File: src/rtl/sysreg_pkg.sv
// ============================================================================
// sysreg_pkg
// Shared parameters, FSM state type and command/response records for the
// system register file command bridge.
// Revision: 1.0
// ============================================================================
`default_nettype none

package sysreg_pkg;

  localparam int SYSREG_ENTRIES    = 12;
  localparam int SYSREG_DATA_WIDTH = 32;
  localparam int SYSREG_CMD_AW     = 8;
  localparam int SYSREG_ADDR_WIDTH = $clog2(SYSREG_ENTRIES);

  typedef enum logic [2:0] {
    IDLE   = 3'd0,
    ISSUE  = 3'd1,
    VERIFY = 3'd2,
    WAIT   = 3'd3,
    RESP   = 3'd4
  } bridge_state_e;

  // Command as held by the bridge after the range check has passed.
  typedef struct packed {
    logic                         we;
    logic [SYSREG_ADDR_WIDTH-1:0] addr;
    logic [SYSREG_DATA_WIDTH-1:0] wdata;
  } sysreg_cmd_t;

  typedef struct packed {
    logic [SYSREG_DATA_WIDTH-1:0] rdata;
    logic                         err;
  } sysreg_rsp_t;

endpackage

`default_nettype wire

File: src/rtl/sysreg_cmd_bridge.sv
// ============================================================================
// sysreg_cmd_bridge
// Valid/ready command front-end for the system register file; one command in
// flight, range-checked addresses. SYSREG_BRIDGE_WRCHK_EN adds write readback.
// Revision: 1.0
// ============================================================================
`default_nettype none

module sysreg_cmd_bridge
  import sysreg_pkg::*;
#(
  parameter int ENTRIES    = SYSREG_ENTRIES,
  parameter int DATA_WIDTH = SYSREG_DATA_WIDTH,
  parameter int CMD_AW     = SYSREG_CMD_AW
) (
  input  logic                          clk,
  input  logic                          rst_n,
  input  logic                          cmd_valid,
  output logic                          cmd_ready,
  input  logic                          cmd_we,
  input  logic [CMD_AW-1:0]             cmd_addr,
  input  logic [DATA_WIDTH-1:0]         cmd_wdata,
  output logic                          rsp_valid,
  input  logic                          rsp_ready,
  output logic [DATA_WIDTH-1:0]         rsp_rdata,
  output logic                          rsp_err,
  output logic                          system_reg_en,
  output logic                          system_reg_we,
  output logic [$clog2(ENTRIES)-1:0]    system_reg_addr,
  output logic [DATA_WIDTH-1:0]         system_reg_din,
  input  logic [DATA_WIDTH-1:0]         system_reg_dout
);

  localparam int                ADDR_WIDTH = $clog2(ENTRIES);
  localparam logic [CMD_AW-1:0] C_ENTRIES  = CMD_AW'(ENTRIES);

  bridge_state_e state_q, state_d;
  sysreg_cmd_t   cmd_q, cmd_d;
  sysreg_rsp_t   rsp_q, rsp_d;
  logic          cmd_ready_q, cmd_ready_d;
  logic          addr_oor;

  assign addr_oor = (cmd_addr >= C_ENTRIES);

  always_comb begin
    state_d = state_q;
    cmd_d   = cmd_q;
    rsp_d   = rsp_q;
    case (state_q)
      IDLE: begin
        if (cmd_valid && cmd_ready_q) begin
          cmd_d.we    = cmd_we;
          cmd_d.addr  = cmd_addr[ADDR_WIDTH-1:0];
          cmd_d.wdata = cmd_wdata;
          rsp_d.rdata = '0;
          rsp_d.err   = addr_oor;
          state_d     = addr_oor ? RESP : ISSUE;
        end
      end
      ISSUE: begin
        if (cmd_q.we) begin
`ifdef SYSREG_BRIDGE_WRCHK_EN
          state_d = VERIFY;
`else
          state_d = RESP;
`endif
        end else begin
          state_d = WAIT;
        end
      end
      VERIFY: state_d = WAIT;
      WAIT: begin
        rsp_d.rdata = system_reg_dout;
`ifdef SYSREG_BRIDGE_WRCHK_EN
        rsp_d.err   = cmd_q.we && (system_reg_dout != cmd_q.wdata);
`endif
        state_d     = RESP;
      end
      RESP: begin
        if (rsp_ready) state_d = IDLE;
      end
      default: state_d = IDLE;
    endcase
    // Registered so that cmd_ready reads 0 while reset is asserted.
    cmd_ready_d = (state_d == IDLE);
  end

  always_ff @(posedge clk or negedge rst_n) begin
    if (!rst_n) begin
      state_q     <= IDLE;
      cmd_q       <= '0;
      rsp_q       <= '0;
      cmd_ready_q <= 1'b0;
    end else begin
      state_q     <= state_d;
      cmd_q       <= cmd_d;
      rsp_q       <= rsp_d;
      cmd_ready_q <= cmd_ready_d;
    end
  end

  assign cmd_ready       = cmd_ready_q;
  assign rsp_valid       = (state_q == RESP);
  assign rsp_rdata       = rsp_q.rdata;
  assign rsp_err         = rsp_q.err;
  assign system_reg_en   = (state_q == ISSUE) || (state_q == VERIFY);
  assign system_reg_we   = (state_q == ISSUE) && cmd_q.we;
  assign system_reg_addr = cmd_q.addr;
  assign system_reg_din  = cmd_q.wdata;

endmodule

`default_nettype wire

File: config.mk
export PLATFORM = sky130hd
export DESIGN_NAME = sysreg_cmd_bridge
export DESIGN_NICKNAME = d
export VERILOG_FILES = /design/src/rtl/sysreg_pkg.sv /design/src/rtl/sysreg_cmd_bridge.sv
export SDC_FILE = /design/constraint.sdc
export NUM_CORES = 1
export LEC_CHECK = 0
export ABC_AREA = 1
export BUFFER_PORTS_ARGS = -buffer_cell sky130_fd_sc_hd__buf_2
export CORE_MARGIN = 2
export CORE_UTILIZATION = 47
export CTS_BUF_LIST = sky130_fd_sc_hd__clkbuf_4 sky130_fd_sc_hd__clkbuf_8 sky130_fd_sc_hd__clkbuf_16
export DETAILED_ROUTE_END_ITERATION = 8
export PLACE_DENSITY = 0.87
export RECOVER_POWER = 100
export SETUP_SLACK_MARGIN = 0.15
export SLEW_MARGIN = 20
export SYNTH_ARGS = -nofsm -noshare
export SYNTH_HDL_FRONTEND = slang
export SYNTH_SLANG_ARGS = --single-unit
File: constraint.sdc
create_clock -name clk -period 1.4 [get_ports clk]
set_input_delay 0.21 -clock clk [delete_from_list [all_inputs] [get_ports clk]]
set_output_delay 0.21 -clock clk [all_outputs]
set_load 0.05 [all_outputs]
==> results.md <==
* Part of the Yosys area used for sequential elements at 0.570
* Die W at 87.1 microns
* R2R Setup Slk at -0.14 ns
* Max Cap Violations at 0
* GRT Util Overall at 0.202
* Mapped Avg Cell Area at 8.69 sq um
* Port Buf Inserts at 149
* Initial antenna violation count at 0
* Synth top area share at 0.570
* Hold Violations, Final at 0
* Final setup viols at 74
* Critical Path RT at 1.19 ns
* Clock transition at the registers of the reported paths at 0.08 ns
* Lkg Pwr at 0.00288 uW
* Slew @ Worst Pin at 0.526 ns
* TritonCTS Sinks at 74
* RSZ-0062 raised after global routing: true
* Worst EP arrival at 1.33 ns
* Largest net degree at the start of global routing at 33
* WS Path Type: reg2out
* Initial drt markers at 111
* Final worst-path setup slack at -0.139 ns
* Tcrit/Tclk final at 1.10
* Starting Density at 0.481
* Cell taking the most area after synthesis: dfrtp_1
* Flops & latches, synth at 74
* Final antenna diode count at 0
* YS warnings at 0
* Power Density at 2290 mW/mm^2
* Die Y at 87.1 microns
* Num CTS Buffers at 9
* Core ar. at 0.00676 sq mm
* Fmax at 0.650 GHz
* Hold crit path type: in2reg
* Vias per cell at 5.09
* CTS root buf: clkbuf_8
* Drt pass-1 iters at 4
* Total power at 11700 uW
* Post-route cell area at 0.00514 sq mm
* Top cells by count, synth: nand2_1 (156), dfrtp_1 (74), nand3_1 (67), buf_4 (36), buf_2 (16)
* DRC at 0
* Die Area at 0.00759 sq mm
* Dominant synthesized flop cell: dfrtp_1
* Critical path endpoint category: output pin
* Rel. slew slack at 0.650
* Post-Syn Area at 0.00325 sq mm
* I/O pins at 150
* CTS tree: done
* Clk_lat worst skew at 0.32 ns
* WL final at 9.99 mm
* Cell with the most instances after synthesis: nand2_1
* Layout cell share with drive strength beyond 1 at 0.612
* Nets at 595
* Period minus WS final at 1.54 ns
* Dpl cell area at 0.00389 sq mm
* Total gr overflow at 0
* Filler cell count in the final layout at 468
* Row cnt at 30
* Post-synth EDFFs at 0
* Gate Count Post-Synth at 374
* Post-synth ARST share at 1.00
* Area Growth Syn to Fin at 58.1%
* Pre-CTS setup slack at 0.0654 ns
* Dpl hpwl at 5.18 mm
* Slew Limit Fails at 0
* Maximum vdd drop at 0.00101 V
* Worst Skew at 0.00772 ns
* Setup TNS at -6.16 ns
* Failing checks: negative setup slack
* DRT antenna net count at 0
* H-tree depth at 3
* Startpoint types: flop
* Drt wl/cell at 16.6 microns
* Vias in the first global route at 2721
* Gp weighted congestion at 0.744
* DR vias at 3071
* Ranking of synthesized cells by area: dfrtp_1 (57%), nand2_1 (18%), nand3_1 (10%)
* Clk buf depth at 2
* CP Max Fanout at 2
* Syn nets at 451
* Outcome: complete, but fails checks
* Post-synth cell types at 16
* Hold_ws at 0.0769 ns
* Global-route wire length before repair at 12.0 mm
layout make-up:
type / count / area [sq um] / share of cell area
Timing Repair inverter: 1 / 16.3 / 0.00317
Timing Repair Buffer: 189 / 1400 / 0.272
Multi-Input combinational cell: 235 / 1460 / 0.285
Clock buffer: 11 / 151 / 0.0295
Tap cell: 80 / 100 / 0.0195
Sequential cell: 74 / 1850 / 0.361
Inverter: 8 / 56.3 / 0.0110
Clock inverter: 5 / 100 / 0.0195
report_power, final:
| group | internal [uW] | leakage, uW | total, uW | switching, uW |
|---|---|---|---|---|
| clock network | 1280 | 0.000129 | 2020 | 748 |
| logic | 2320 | 0.00179 | 6530 | 4220 |
| registers | 2730 | 0.000967 | 3190 | 455 |
| total | 6330 | 0.00288 | 11700 | 5420 |
state kept, by name, summed over array words and instances, names as in the netlist:
signal	flops
rsp_rdata	32
system_reg_din	32
system_reg_addr	4
state_q	3
cmd_q	1
cmd_ready	1
rsp_err	1
worst paths after layout:
path / cells after the start / start / to
worst max-delay path: 4 / state_q[0] / system_reg_en
worst min-delay path: 3 / cmd_wdata[4] / system_reg_din[4]
worst max register to register: 9 / state_q[0] / system_reg_din[15]
worst min register to register: 2 / system_reg_din[13] / system_reg_din[13]
max in group asynchronous: 3 / rst_n / system_reg_din[19]
min in group asynchronous: 2 / rst_n / system_reg_din[17]
per-layer routing:
layer  vias up  global-route usage  wire length (microns)
met4         0              0.0853                    301
met2       131               0.352                   5410
met1      1472               0.238                   3720
met3        30              0.0493                    556
met5         -                   0                      0
li1       1438                   -                      -
cell families after synthesis:
group	after synthesis	share of synthesized area
AND/OR/NAND/NOR	233	0.300
flip-flops	74	0.570
buffers and inverters	65	0.127
AO/OA/AOI/OAI	2	0.00308
critical path: stages (launching register included):
cell	delay, ns
dfrtp_1	0.38
buf_4	0.15
nand3b_1	0.18
nand2_4	0.15
buf_8	0.15
repair_timing:
item	4_1_cts	5_1_grt
hold buffers	1	0
setup buffers	6	6
pin swaps	1	40
gates resized for setup	13	146
gates cloned	2	13
endpoints found under the hold margin	17	0
setup endpoints to repair	73	76
stage by stage:
step | util | cells
after floorplan | - | 374
after global placement | 0.576 | 559
after detailed placement | 0.576 | 559
after CTS | 0.638 | 584
after global routing | 0.760 | 603
final | 0.760 | 603
cell usage in the layout, fill, tap and decap left out, drive strengths merged:
cell type and instances:
buf 173, bufinv 3, clkbuf 26, clkinv 4, dfrtp 74, dlygate4sd3 1
inv 7, nand2 156, nand3 67, nand3b 1, nor2 8, nor3 1
o21ai 2
Note: power is estimated with default switching activity, not from simulation.
